<file path="src/rtl/tx_if.sv">
// Port bundle for the DCSK transmitter.
// cb gives benches a sampled view of the chip outputs.
interface tx_if (
  input logic i_clk
);
  logic        i_arst;
  logic [15:0] i_seed;
  logic        i_load_seed;
  logic        i_send;
  logic [31:0] i_msg;
  logic [1:0]  i_sf;
  logic        o_tx;
  logic        o_is_sending;

  

  modport tx (
    input  i_clk, i_arst, i_seed, i_load_seed,
    input  i_send, i_msg, i_sf,
    output o_tx, o_is_sending
  );
endinterface

</file>
<file path="src/rtl/tx.sv">
// Binary DCSK transmitter: LFSR reference half, then data half per bit.
// Define TX_ASSERTIONS_EN to compile the built-in protocol assertions.
module tx (
  tx_if.tx bus
);
  localparam logic [1:0] S_IDLE = 2'd0;
  localparam logic [1:0] S_REF  = 2'd1;
  localparam logic [1:0] S_DATA = 2'd2;

  logic [1:0]  state_q, state_d;
  logic [15:0] lfsr_q, lfsr_d;
  logic [31:0] msg_q, msg_d;
  logic [1:0]  sf_q, sf_d;
  logic [3:0]  cnt_q, cnt_d;
  logic [4:0]  bit_q, bit_d;
  logic [15:0] ref_q, ref_d;
  logic        tx_q, tx_d;
  logic        busy_q, busy_d;

  logic [15:0] seed_eff, lfsr_cur, lfsr_nxt;
  logic [3:0]  last_cnt, cnt_inc;
  logic        half_end, frame_end, start, cur_bit;

  always_comb begin
    seed_eff  = (bus.i_seed == 16'h0) ? 16'h0001 : bus.i_seed;
    lfsr_cur  = (state_q == S_IDLE && bus.i_load_seed) ? seed_eff : lfsr_q;
    lfsr_nxt  = {lfsr_cur[0] ^ lfsr_cur[2] ^ lfsr_cur[3] ^ lfsr_cur[5],
                 lfsr_cur[15:1]};
    last_cnt  = 4'((5'd2 << sf_q) - 5'd1);
    cnt_inc   = cnt_q + 4'd1;
    half_end  = (cnt_q == last_cnt);
    cur_bit   = msg_q[~bit_q];
    frame_end = (state_q == S_DATA) && half_end && (bit_q == 5'd31);
    // A new frame may also start on the edge that ends the last chip
    start     = bus.i_send && ((state_q == S_IDLE) || frame_end);
  end

  always_comb begin
    state_d = state_q;
    lfsr_d  = lfsr_q;
    msg_d   = msg_q;
    sf_d    = sf_q;
    cnt_d   = cnt_q;
    bit_d   = bit_q;
    ref_d   = ref_q;
    tx_d    = 1'b0;
    busy_d  = 1'b0;
    if (start) begin
      state_d  = S_REF;
      cnt_d    = 4'd0;
      bit_d    = 5'd0;
      msg_d    = bus.i_msg;
      sf_d     = bus.i_sf;
      tx_d     = lfsr_cur[0];
      ref_d[0] = lfsr_cur[0];
      lfsr_d   = lfsr_nxt;
      busy_d   = 1'b1;
    end else begin
      unique case (state_q)
        S_IDLE: lfsr_d = lfsr_cur;
        S_REF: begin
          busy_d = 1'b1;
          if (!half_end) begin
            cnt_d = cnt_inc;
            tx_d = lfsr_q[0];
            ref_d[cnt_inc] = lfsr_q[0];
            lfsr_d = lfsr_nxt;
          end else begin
            state_d = S_DATA;
            cnt_d = 4'd0;
            tx_d = ref_q[0] ~^ cur_bit;
          end
        end
        S_DATA: begin
          busy_d = 1'b1;
          if (!half_end) begin
            cnt_d = cnt_inc;
            tx_d = ref_q[cnt_inc] ~^ cur_bit;
          end else if (bit_q != 5'd31) begin
            state_d = S_REF;
            cnt_d = 4'd0;
            bit_d = bit_q + 5'd1;
            tx_d = lfsr_q[0];
            ref_d[0] = lfsr_q[0];
            lfsr_d = lfsr_nxt;
          end else begin
            state_d = S_IDLE;
            busy_d = 1'b0;
          end
        end
        default: state_d = S_IDLE;
      endcase
    end
  end

  always_ff @(posedge bus.i_clk or posedge bus.i_arst) begin
    if (bus.i_arst) begin
      state_q <= S_IDLE;
      lfsr_q  <= 16'h0001;
      msg_q   <= 32'h0;
      sf_q    <= 2'd0;
      cnt_q   <= 4'd0;
      bit_q   <= 5'd0;
      ref_q   <= 16'h0;
      tx_q    <= 1'b0;
      busy_q  <= 1'b0;
    end else begin
      state_q <= state_d;
      lfsr_q  <= lfsr_d;
      msg_q   <= msg_d;
      sf_q    <= sf_d;
      cnt_q   <= cnt_d;
      bit_q   <= bit_d;
      ref_q   <= ref_d;
      tx_q    <= tx_d;
      busy_q  <= busy_d;
    end
  end

  assign bus.o_tx         = tx_q;
  assign bus.o_is_sending = busy_q;

`ifdef TX_ASSERTIONS_EN
  logic [10:0] fcnt_q, fcnt_d;

  always_comb begin
    fcnt_d = fcnt_q;
    if (start) fcnt_d = 11'd1;
    else if (busy_d) fcnt_d = fcnt_q + 11'd1;
  end

  always_ff @(posedge bus.i_clk or posedge bus.i_arst) begin
    if (bus.i_arst) fcnt_q <= 11'd0;
    else fcnt_q <= fcnt_d;
  end

  
  
  
`endif
endmodule

</file>
<file path="src/flat_wrapper.sv">
// flat-port wrapper written by rule: the top's interface ports become plain ports
module tx_flat 
  (i_clk, bus_i_arst, bus_i_seed, bus_i_load_seed, bus_i_send, bus_i_msg, bus_i_sf, bus_o_tx, bus_o_is_sending);
  tx_if bus_i (.i_clk(i_clk));
  input wire logic i_clk;
  input wire logic [$bits(bus_i.i_arst)-1:0] bus_i_arst;
  input wire logic [$bits(bus_i.i_seed)-1:0] bus_i_seed;
  input wire logic [$bits(bus_i.i_load_seed)-1:0] bus_i_load_seed;
  input wire logic [$bits(bus_i.i_send)-1:0] bus_i_send;
  input wire logic [$bits(bus_i.i_msg)-1:0] bus_i_msg;
  input wire logic [$bits(bus_i.i_sf)-1:0] bus_i_sf;
  output wire logic [$bits(bus_i.o_tx)-1:0] bus_o_tx;
  output wire logic [$bits(bus_i.o_is_sending)-1:0] bus_o_is_sending;
  assign bus_i.i_arst = bus_i_arst;
  assign bus_i.i_seed = bus_i_seed;
  assign bus_i.i_load_seed = bus_i_load_seed;
  assign bus_i.i_send = bus_i_send;
  assign bus_i.i_msg = bus_i_msg;
  assign bus_i.i_sf = bus_i_sf;
  assign bus_o_tx = bus_i.o_tx;
  assign bus_o_is_sending = bus_i.o_is_sending;
  tx u_core (.bus(bus_i));
endmodule
</file>
<file path="config.mk">
export PLATFORM = sky130hd
export DESIGN_NAME = tx_flat
export DESIGN_NICKNAME = d
export VERILOG_FILES = /design/src/rtl/tx_if.sv /design/src/rtl/tx.sv /design/src/flat_wrapper.sv
export SDC_FILE = /design/constraint.sdc
export NUM_CORES = 1
export LEC_CHECK = 0
export ABC_AREA = 1
export BUFFER_PORTS_ARGS = -buffer_cell sky130_fd_sc_hd__buf_2
export CAP_MARGIN = 10
export CORE_UTILIZATION = 55
export DETAILED_ROUTE_END_ITERATION = 10
export GPL_TIMING_DRIVEN = 0
export PLACE_DENSITY = 0.84
export RECOVER_POWER = 50
export SLEW_MARGIN = 20
export SYNTH_ARGS = -nofsm -noshare
export SYNTH_HDL_FRONTEND = slang
export SYNTH_SLANG_ARGS = --single-unit
</file>
<file path="constraint.sdc">
create_clock -name i_clk -period 7.35 [get_ports i_clk]
set_input_delay 1.47 -clock i_clk [delete_from_list [all_inputs] [get_ports i_clk]]
set_output_delay 1.47 -clock i_clk [all_outputs]
set_load 0.03 [all_outputs]
</file>
==> Word-level counts from Yosys, hierarchy flattened <==
Cells that the tools add are included.
{ "word_totals": {"regBits": 79, "inputBits": 54, "wordCells": 97} }
{ "classes": {"n_addsub": 3, "order_cmp": 3, "eq_ne": 11, "shifts": 1, "mux": 42, "bitwise_logic": 8, "n_reduce_logical": 19} }
{ "op_table": {"columns": ["cell", "n"], "rows": [
  ["16-bit two-way mux", 6],
  ["16-bit one-hot mux with 3 select lines", 1],
  ["5-bit two-way mux", 4],
  ["16-bit bitwise mux", 1],
  ["16-bit zero test", 1],
  ["4-bit two-way mux", 4],
  ["1-bit two-way mux", 15],
  ["3-bit AND reduction", 3],
  ["4-bit one-hot mux with 2 select lines", 1],
  ["4-bit AND reduction", 2],
  ["5-bit by 6-bit < comparator with 1-bit output, second input constant", 1],
  ["2-bit two-way mux", 3],
  ["3-bit by 1-bit != test with 1-bit output, second input constant", 2],
  ["1-bit one-hot mux with 2 select lines", 3],
  ["2-bit one-hot mux with 3 select lines", 1],
  ["2-bit nonzero test", 3],
  ["5-bit by 1-bit adder with 5-bit output, second input constant", 1],
  ["1-bit binary-select mux with 5-bit select", 1],
  ["5-bit == test, second input constant", 1],
  ["1-bit logical AND", 5],
  ["4-bit by 5-bit < comparator with 1-bit output, second input constant", 1],
  ["5-bit != test, second input constant", 1],
  ["5-bit inverter", 1],
  ["4-bit by 1-bit adder with 4-bit output, second input constant", 1],
  ["other kinds (20)", 24]
]} }

==> Logic depth before layout (Yosys ltp) <==
Gate-level depths: netlist of the first run.
{ "depth": {"depth_word": 10, "mapped_depth": 17, "mapped_depth_nobuf": 16} }

==> Worst setup path before layout of the first run <==
OpenSTA, ideal clock, no wires.
{ "synth_timing": {"path_type": "input port to flip-flop", "from": "input bus_i_load_seed", "to": "register u_core.lfsr_q[15]", "setup_ns": 0.117, "arrival_ns": 2.489, "slack_ns": 4.744, "cell_stages": 10, "path_buffers": 1, "cell_sequence": "nand2_1 -> clkbuf_1 -> nand2_1 -> o21ai_0 -> xnor2_1 -> nand3b_1 -> nand2_1 -> nand2_1 -> nand3_1 -> nand2_1"} }
{ "synth_via": {"elab_chain_cells": 9, "word_cells_on_any_way": 10, "classes_between": "mux (6); bitwise (3); reduce/logical (1)"} }
{ "synth_lines": {"columns": ["item", "line", "source"], "rows": [
  ["start, declared", "flat_wrapper.sv:8", "input wire logic [$bits(bus_i.i_load_seed)-1:0] bus_i_load_seed;"],
  ["1-bit logical AND (*)", "tx.sv:26", "lfsr_cur = (state_q == S_IDLE && bus.i_load_seed) ? seed_eff : lfsr_q;"],
  ["16-bit two-way mux (*)", "tx.sv:26", null],
  ["1-bit bitwise XOR (3 in a row)", "tx.sv:27", "lfsr_nxt = {lfsr_cur[0] ^ lfsr_cur[2] ^ lfsr_cur[3] ^ lfsr_cur[5],"],
  ["16-bit two-way mux", "tx.sv:79", "end else if (bit_q != 5'd31) begin"],
  ["16-bit two-way mux", "tx.sv:76", "if (!half_end) begin"],
  ["16-bit one-hot mux with 3 select lines", "tx.sv:59", "unique case (state_q)"],
  ["16-bit two-way mux (*)", "tx.sv:48", "if (start) begin"],
  ["end signal, assigned", "tx.sv:109", "lfsr_q <= lfsr_d;"],
  ["end, declared", "tx.sv:11", "logic [15:0] lfsr_q, lfsr_d;"]
]} }
Every way passes the cells marked *; elsewhere a longest branch is shown, timed or not. The select of a mux whose other input is x is not followed.
A chain may end at the register's enable or synchronous reset.

==> Worst setup path after layout of the first run <==
{ "layout_timing": {"from": "input bus_i_load_seed", "to": "register u_core.lfsr_q[12]"} }
{ "layout_via": {"elab_chain_cells": 6, "word_cells_on_any_way": 7, "classes_between": "mux (6); reduce/logical (1)"} }
{ "layout_lines": {"columns": ["item", "line"], "rows": [
  ["1-bit logical AND (*)", "tx.sv:26"],
  ["16-bit two-way mux (*)", "tx.sv:26"],
  ["16-bit two-way mux", "tx.sv:79"],
  ["16-bit two-way mux", "tx.sv:76"],
  ["16-bit one-hot mux with 3 select lines", "tx.sv:59"],
  ["16-bit two-way mux (*)", "tx.sv:48"]
]} }
Marked as above.

==> impl_summary.md, run 1 <==
Logic synthesis
The cell area after synthesis is 4620 µm². The most instantiated flip-flop cell in the synthesis netlist is sky130_fd_sc_hd__dfrtp_1. The unique cell type count in the Yosys netlist is 29. The synthesized area divided by synthesized cell count is 6.87 µm².

The most instantiated library cell after synthesis is sky130_fd_sc_hd__nand2_1. The total number of yosys warnings is 0. When the netlist entered floorplanning its net count stood at 739. The share of async-settable or async-resettable flops after synthesis is 100%. The cell taking the most area after synthesis is sky130_fd_sc_hd__dfrtp_1. Summing the sequential cell areas from Yosys gives 42.8% of the chip area.

The number of flops mapped to enable cells by yosys is 0. Summed over its instances, the top area cell type makes up 42.2% of the synthesized netlist area. The synthesis-stage register bit count is 79. The count of mapped cells out of synthesis is 673. The commonest cells after synthesis are 301 x sky130_fd_sc_hd__nand2_1, 78 x sky130_fd_sc_hd__dfrtp_1, 70 x sky130_fd_sc_hd__nor2_1, 45 x sky130_fd_sc_hd__nand3_1, 38 x sky130_fd_sc_hd__inv_1. By area the synthesized netlist is led by sky130_fd_sc_hd__dfrtp_1 42%, sky130_fd_sc_hd__nand2_1 24%, sky130_fd_sc_hd__nor2_1 5.7%.

Clocking
The CTS tree is yes. In this run, post-CTS hold repair placed 0 buffers. The total clock buffers created by CTS is 9. The root buffer cell chosen for the clock tree is sky130_fd_sc_hd__clkbuf_8.

The clock net in this run drives a total of 79 sinks. The source-to-sink clock delay at the later pin of the worst-skew pair is 360 ps. The clock passes through at most 2 buffers. Gates resized during post-CTS repair numbered 0. The post-CTS setup buffer count is 0. The H-tree depth is 3. The clock-pin slew on the worst setup and hold paths is 80 ps.

Pwr
The leakage power is 2.89 nW. The worst supply voltage drop on vdd is 245 µV. Power spread over the standard cell area amounts to 440 nW/µm².

Cells and area
The final antenna diode count is 0. The count of nets after finishing is 806. The growth of design area from synthesis to finish is 14.1%. The area of combinational cells with multiple inputs is 2310 µm².

Fill cells in the final layout number 732. Of the cells placed in the final design, the portion with a size suffix greater than 1 is 14.2%. For this run, the share of the core covered by cells in the final layout is 64.5%. The cell area after layout is 5270 µm².

The register area is 1980 µm².

Timing
Setup repair after global routing left no endpoint under its margin. The final period demand of the worst path is 2760 ps. For the pin with the worst max-slew slack, the measured transition is 1170 ps.

Derived from the worst setup path, the maximum achievable clock frequency is 363 MHz. Headroom to the max-slew limit came out at 21.6%. The final hold violation count is 0. Setup violations remaining at the end of the flow were counted as 0. The maximum clock skew at final layout is 12.7 ps. Dividing the final minimum period by the clock period gives 37.5%.

In the final timing run, aggregate negative setup slack is 0 ps. The max-slew violation count is 0.

Flow run
The number of maximum-capacitance constraint violations is 0.

Setup path
Of all nets on the critical path, the largest fanout is 10. The startpoint kind of the worst setup timing path is an input pin. The data arrival time of the worst path is 3050 ps.

The data required time of the worst path is 7640 ps. The startpoint-to-endpoint class of the critical path is in -> reg. The endpoint type of the worst setup path is a register.

Outcome
The run finished with clean final reports.

Global routing
After global routing the overflow that remains totals 0. The initial antenna violation count is 0. The number of global-route vias before repair came to 4,239. Entering global routing, the biggest net connects 56 pins. In the global route stage, overall resource usage came out at 27.0%.

The first global-routing pass estimated 18,700 µm of wire.

Floorplanning
The die area is 8780 µm². In this run the horizontal extent of the chip is 93.7 µm. Pin placement for this block handled 56 I/O pins. The effective utilization at floorplan is 56.6%. The die outline height is 93.7 µm. The initialized floorplan defines 33 standard-cell rows.

After floorplanning, the core was sized to cover 8180 µm².

Placed design
The port buffer count is 55. The placed instance area is 5060 µm². Routability-driven placement finished with a final weighted congestion of 0.877. The HPWL after detailed placement is 7780 µm.

Routing
The first-pass iteration count of the detailed router is 7. The mean number of vias per cell is 5.34. The number of violations reported at the end of detailed-routing iteration 0 is 289. The count of vias placed by the detailed router is 4,534.

The final wirelength is 11,000 µm. The average detailed-routed wire length per instance is 12.9 µm. The count of nets left with antenna violations once routing finished came out at 0. The number of remaining DRC errors is 0.

Min path
The worst min-delay path category is reg -> reg.
kinds of logic after synthesis:
group | share of synthesized area (%)
xor gates and xnor gates | 1.14
buffers and inverters | 7.31
AOI/OAI and AO/OA | 5.39
adders and majority gates | 3.25
DFF | 42.8
and+or+nand+nor | 40.1
routing by layer:
layer,share of wire [%],track usage (%)
met1,44,36.0
met2,48,43.9
met3,6.2,3.80
met4,2.4,11.8
met5,0,0
area by class of cell:
type,instances,share of cell area [%]
clock inverter,6,1.76
sequential,79,37.5
timing repair buffer,56,5.74
buffer,31,3.18
clock buffer,9,2.35
multi-input combinational,518,43.7
inverter,45,3.23
tap,105,2.49
placed cells by master, fill, tap and decap left out:
| master | n |
|---|---|
| sky130_fd_sc_hd__nand2_1 | 301 |
| sky130_fd_sc_hd__dfrtp_1 | 78 |
| sky130_fd_sc_hd__nor2_1 | 70 |
| sky130_fd_sc_hd__buf_2 | 63 |
| sky130_fd_sc_hd__nand3_1 | 45 |
| sky130_fd_sc_hd__inv_1 | 37 |
| sky130_fd_sc_hd__o21ai_0 | 27 |
| sky130_fd_sc_hd__nand4_1 | 22 |
| sky130_fd_sc_hd__clkbuf_1 | 14 |
| sky130_fd_sc_hd__ha_1 | 12 |
| sky130_fd_sc_hd__a21oi_1 | 11 |
| sky130_fd_sc_hd__clkbuf_8 | 9 |
| sky130_fd_sc_hd__inv_2 | 5 |
| sky130_fd_sc_hd__buf_4 | 5 |
| sky130_fd_sc_hd__o21ai_1 | 5 |
| sky130_fd_sc_hd__xor2_1 | 4 |
| sky130_fd_sc_hd__nor2_2 | 4 |
| sky130_fd_sc_hd__nand2_2 | 4 |
| sky130_fd_sc_hd__buf_6 | 3 |
| sky130_fd_sc_hd__nor2_4 | 2 |
| sky130_fd_sc_hd__xnor2_1 | 2 |
| sky130_fd_sc_hd__o22ai_1 | 2 |
| sky130_fd_sc_hd__clkinv_1 | 2 |
| sky130_fd_sc_hd__or2_2 | 2 |
| sky130_fd_sc_hd__nand3b_1 | 2 |
| sky130_fd_sc_hd__clkinvlp_4 | 2 |
| sky130_fd_sc_hd__bufinv_16 | 2 |
| sky130_fd_sc_hd__inv_6 | 2 |
| sky130_fd_sc_hd__buf_1 | 1 |
| sky130_fd_sc_hd__a21boi_1 | 1 |
| sky130_fd_sc_hd__a31oi_1 | 1 |
| sky130_fd_sc_hd__o211ai_1 | 1 |
| sky130_fd_sc_hd__clkinvlp_2 | 1 |
| sky130_fd_sc_hd__buf_16 | 1 |
| sky130_fd_sc_hd__dfstp_2 | 1 |
report_power, final:
part | switching, mW | internal (mW)
registers | 0.115 | 0.623
logic | 0.807 | 0.417
clock network | 0.167 | 0.192
total | 1.09 | 1.23
worst max-delay path, cell delays in order:
cell and delay (ps):
sky130_fd_sc_hd__buf_2 100, sky130_fd_sc_hd__nand2_1 130, sky130_fd_sc_hd__clkbuf_1 360, sky130_fd_sc_hd__clkbuf_1 400, sky130_fd_sc_hd__nand2_1 110, sky130_fd_sc_hd__o21ai_0 150, sky130_fd_sc_hd__nor2_1 90, sky130_fd_sc_hd__nor2_1 120
sky130_fd_sc_hd__nand2_1 60, sky130_fd_sc_hd__nand2_1 60
state kept, by name (all words and copies together), names as in the netlist:
name and cells:
u_core.bit_q 5, u_core.bus.o_is_sending 1, u_core.bus.o_tx 1, u_core.cnt_q 4, u_core.lfsr_q 16, u_core.msg_q 32, u_core.ref_q 16, u_core.sf_q 2
u_core.state_q 2
worst paths after layout:
path	startpoint	endpoint	slack [ps]	cells past startpoint
max in group asynchronous	bus_i_arst	u_core.lfsr_q[0]	5210	3
worst max register to register	u_core.cnt_q[0]	u_core.bus.o_tx	4750	17
worst min register to register	u_core.ref_q[10]	u_core.ref_q[10]	480	2
worst min-delay path	u_core.ref_q[10]	u_core.ref_q[10]	480	2
worst max-delay path	bus_i_load_seed	u_core.lfsr_q[12]	4590	10
min in group asynchronous	bus_i_arst	u_core.msg_q[16]	1340	2
per-stage QoR:
step,worst slack (ps),std cells,hold slack [ps],power [mW]
floorplan,3860,673,437,1.66
global placement,2950,833,455,1.90
detailed placement,4280,834,457,1.95
CTS,4640,849,477,2.31
global route,4420,849,494,2.55
finish,4590,849,480,2.32
Note: power is estimated with default switching activity, not from simulation.
==> inputs of run 2 (changes only) <==
Clock period 7.35 ns to 2.6 ns, I/O delays scaled along.
==> run 2 against run 1 <==
Die area is the same. Clock skew about the same. Worst setup slack worse by 4300 ps. Sequential share of layout area is essentially flat. Critical path type is now reg -> reg. Register-to-register slack lost 4500 ps. Total power grew to 2.8 times the previous value.
==> impl_summary.md, run 2 (same netlist as run 1, synthesis figures left out) <==
Outcome
The run finished with clean final reports.

Cells and area
Cells fill 64.5% of the core in the end. Cells with a size suffix above 1 make up 14.7% of the layout. The largest registers in the layout are u_core.msg_q x32, u_core.lfsr_q x16, u_core.ref_q x16. The register with the most flip-flops in the final layout is u_core.msg_q. The final antenna diode count is 0.

The top cell types in the final layout, fill and taps aside, are 301 x sky130_fd_sc_hd__nand2_1, 77 x sky130_fd_sc_hd__dfrtp_1, 70 x sky130_fd_sc_hd__nor2_1. Leaving out fill and tap cells, the most frequent cell in the layout is sky130_fd_sc_hd__nand2_1. The growth of design area from synthesis to finish is 14.1%.

The register with the most flip-flops in the layout has 32 of them. Once layout is complete, the cells apart from fillers number 849. The count of nets after finishing is 806. The count of filler cells inserted in the layout is 730.

Setup path
The critical path launch point is u_core.cnt_q[0]. Data on the critical path arrives at its endpoint at 2570 ps. The signal on the critical path passes through inv_1, clkbuf_2, ha_1, inv_2, nor2_1, o21ai_0, nand2_1, nand2_1, nand2_1, nor2_1, clkinv_1, nand2_1, nand3_1, nand2_1, nand2_1, nand2_1, nand2_1.

The worst setup path is captured at a register. In this run the critical register-to-register path is launched from u_core.cnt_q[0]. The kind of cell adding the most delay to the critical path is simple AND/OR/NAND/NOR gates.

Data on the critical path is required at its endpoint by 2850 ps. The cell count of the worst reg-to-reg path is 17. On the critical path, the stage with the largest delay is an instance of sky130_fd_sc_hd__dfrtp_2. The startpoint-to-endpoint class of the critical path is reg -> reg.

Counting both buffers and inverters, the worst setup path holds a total of 4. The most frequent cell on the critical path is sky130_fd_sc_hd__nand2_1. In this run the number of cells on the critical path is 17. The peak fanout along the critical path is 11. In this design, the stage delay of the slowest critical-path cell is 460 ps. The worst setup path is launched from a register.

Min path
The source of the worst hold timing path is bus_i_msg[26]. Along the worst hold path, the cell count comes to 3. The min-delay analysis places its worst path in the category in -> reg.

Floorplanning
The floorplan step defined a die boundary enclosing 8780 µm². The cell row count is 33. The count of boundary I/O pins is 56. The floorplan die width is 93.7 µm. After floorplanning, the core was sized to cover 8180 µm².

Once the floorplan was initialized, standard cells occupied 56.6% of the core. In this run the vertical extent of the chip is 93.7 µm.

Timing
The headroom to the max-slew limit is 21.6%. The final hold violation count is 0. The maximum operating frequency is 430 MHz. The final setup violation count is 0. Setup repair after global routing left no endpoint under its margin. For the pin with the worst max-slew slack, the measured transition is 1170 ps. Across the routed clock network, the largest skew measured is 13.0 ps. The final period demand of the worst path is 2330 ps.

The max-slew violation count is 0. The share of the clock period used by the worst path is 89.5%.

Global routing
The remaining global-route overflow is 0. The number of global-route vias before repair is 4,239. The largest net degree at the start of global routing is 56. The initial antenna violation count came to 0.

The first-pass GRT wire length is 18,700 µm. In the global route stage, overall resource usage came out at 27.0%.

Routing
The first-pass iteration count of the detailed router is 7. Summed over all layers, the routed wires come to 11,000 µm. For this block, the initial DRC count from the detailed router was 281. For this run, design rule violations remaining after detail routing come to 0. The count of vias placed by the detailed router is 4,536. The average detailed-routed wire length per instance is 12.9 µm.

Dividing the detail-routed via count by the number of cells gives 5.34. Once detail routing completed, the nets flagged for antenna violations numbered 0.

Placed design
The number of placed cells counting well taps is 834. The global placer's final weighted congestion is 0.877. The final HPWL from detailed placement is 7780 µm. The port buffer count is 55.

Clocking
The clock passes through at most 2 buffers. The number of buffers inserted by hold repair at cts is 0. The H-tree depth is 3.

TritonCTS built the clock tree. For the worst-skew pair, the clock arrives at the later sink with an insertion delay of 360 ps. The clock-pin slew on the worst setup and hold paths is 90 ps. The total clock buffers created by CTS is 9. The clock drives 79 sinks. The buffer cell driving the clock tree root is sky130_fd_sc_hd__clkbuf_8.

Pwr
The worst supply voltage drop on vdd is 697 µV. In this run the static leakage power is 2.89 nW. For this design the ratio of total power to cell area is 1250 nW/µm².

Flow run
The number of maximum-capacitance constraint violations is 0.
## run 2: cell count changes in the layout (fill, tap and decap cells not counted)
cell / change
sky130_fd_sc_hd__dfrtp_2: +1
sky130_fd_sc_hd__dfrtp_1: -1
sky130_fd_sc_hd__clkbuf_2: +1
sky130_fd_sc_hd__clkbuf_1: -1
sky130_fd_sc_hd__inv_2: +1
sky130_fd_sc_hd__inv_1: -1
## run 2: worst paths after layout
kind / endpoint / slack (ps)
worst min-delay path: u_core.msg_q[26] / 340
max in group asynchronous: u_core.lfsr_q[0] / 1410
worst max-delay path: u_core.bus.o_tx / 270
worst min register to register: u_core.ref_q[10] / 480
min in group asynchronous: u_core.msg_q[16] / 380
worst max register to register: u_core.bus.o_tx / 270
## run 2: area by class of cell
cell class | instances | area, µm² | area share (%)
clock inverter | 6 | 92.6 | 1.75
sequential | 79 | 1980 | 37.5
tap | 105 | 131 | 2.49
multi-input combinational | 518 | 2310 | 43.7
clock buffer | 9 | 124 | 2.35
buffer | 31 | 170 | 3.23
inverter | 45 | 170 | 3.23
timing repair buffer | 56 | 302 | 5.71
## run 2: repair_timing
action,4_1_cts,5_1_grt
setup endpoints to repair,0,1
buffers inserted,0,0
gates resized for setup,0,4
## run 2: report_power, final
group          switching [mW]  internal (mW)
combinational            2.29           1.18
sequential              0.325           1.76
clock                   0.473          0.542
## run 2: through the flow
step           total power [mW]  setup slack (ps)  setup TNS (ps)  area, µm²  hold slack, ps
2_1_floorplan              4.69              58.3               0       4620             437
3_3_place_gp               5.36              -849          -65910       5030             455
3_5_place_dp               5.50              45.0               0       5060             457
4_1_cts                    6.54              30.4               0       5280             128
5_1_grt                    7.21              72.4               0       5280             350
6_report                   6.57               273               0       5280             344
## run 2: metal layers
layer / vias to the layer above / share of wire, % / global-route usage [%]
li1: 2238 / - / -
met1: 2084 / 44 / 36.0
met2: 185 / 48 / 43.9
met3: 29 / 6.5 / 3.80
met4: 0 / 2.2 / 11.8
met5: - / 0 / 0
## run 2: worst reg2reg max path, cell delays in order (launching register included)
cell	delay, ps
sky130_fd_sc_hd__dfrtp_2	460
sky130_fd_sc_hd__inv_1	110
sky130_fd_sc_hd__clkbuf_2	240
sky130_fd_sc_hd__ha_1	330
sky130_fd_sc_hd__inv_2	150
sky130_fd_sc_hd__nor2_1	60
sky130_fd_sc_hd__o21ai_0	70
sky130_fd_sc_hd__nand2_1	70
sky130_fd_sc_hd__nand2_1	60
sky130_fd_sc_hd__nand2_1	60
sky130_fd_sc_hd__nor2_1	170
sky130_fd_sc_hd__clkinv_1	80
sky130_fd_sc_hd__nand2_1	70
sky130_fd_sc_hd__nand3_1	60
sky130_fd_sc_hd__nand2_1	70
sky130_fd_sc_hd__nand2_1	50
sky130_fd_sc_hd__nand2_1	50
sky130_fd_sc_hd__nand2_1	50
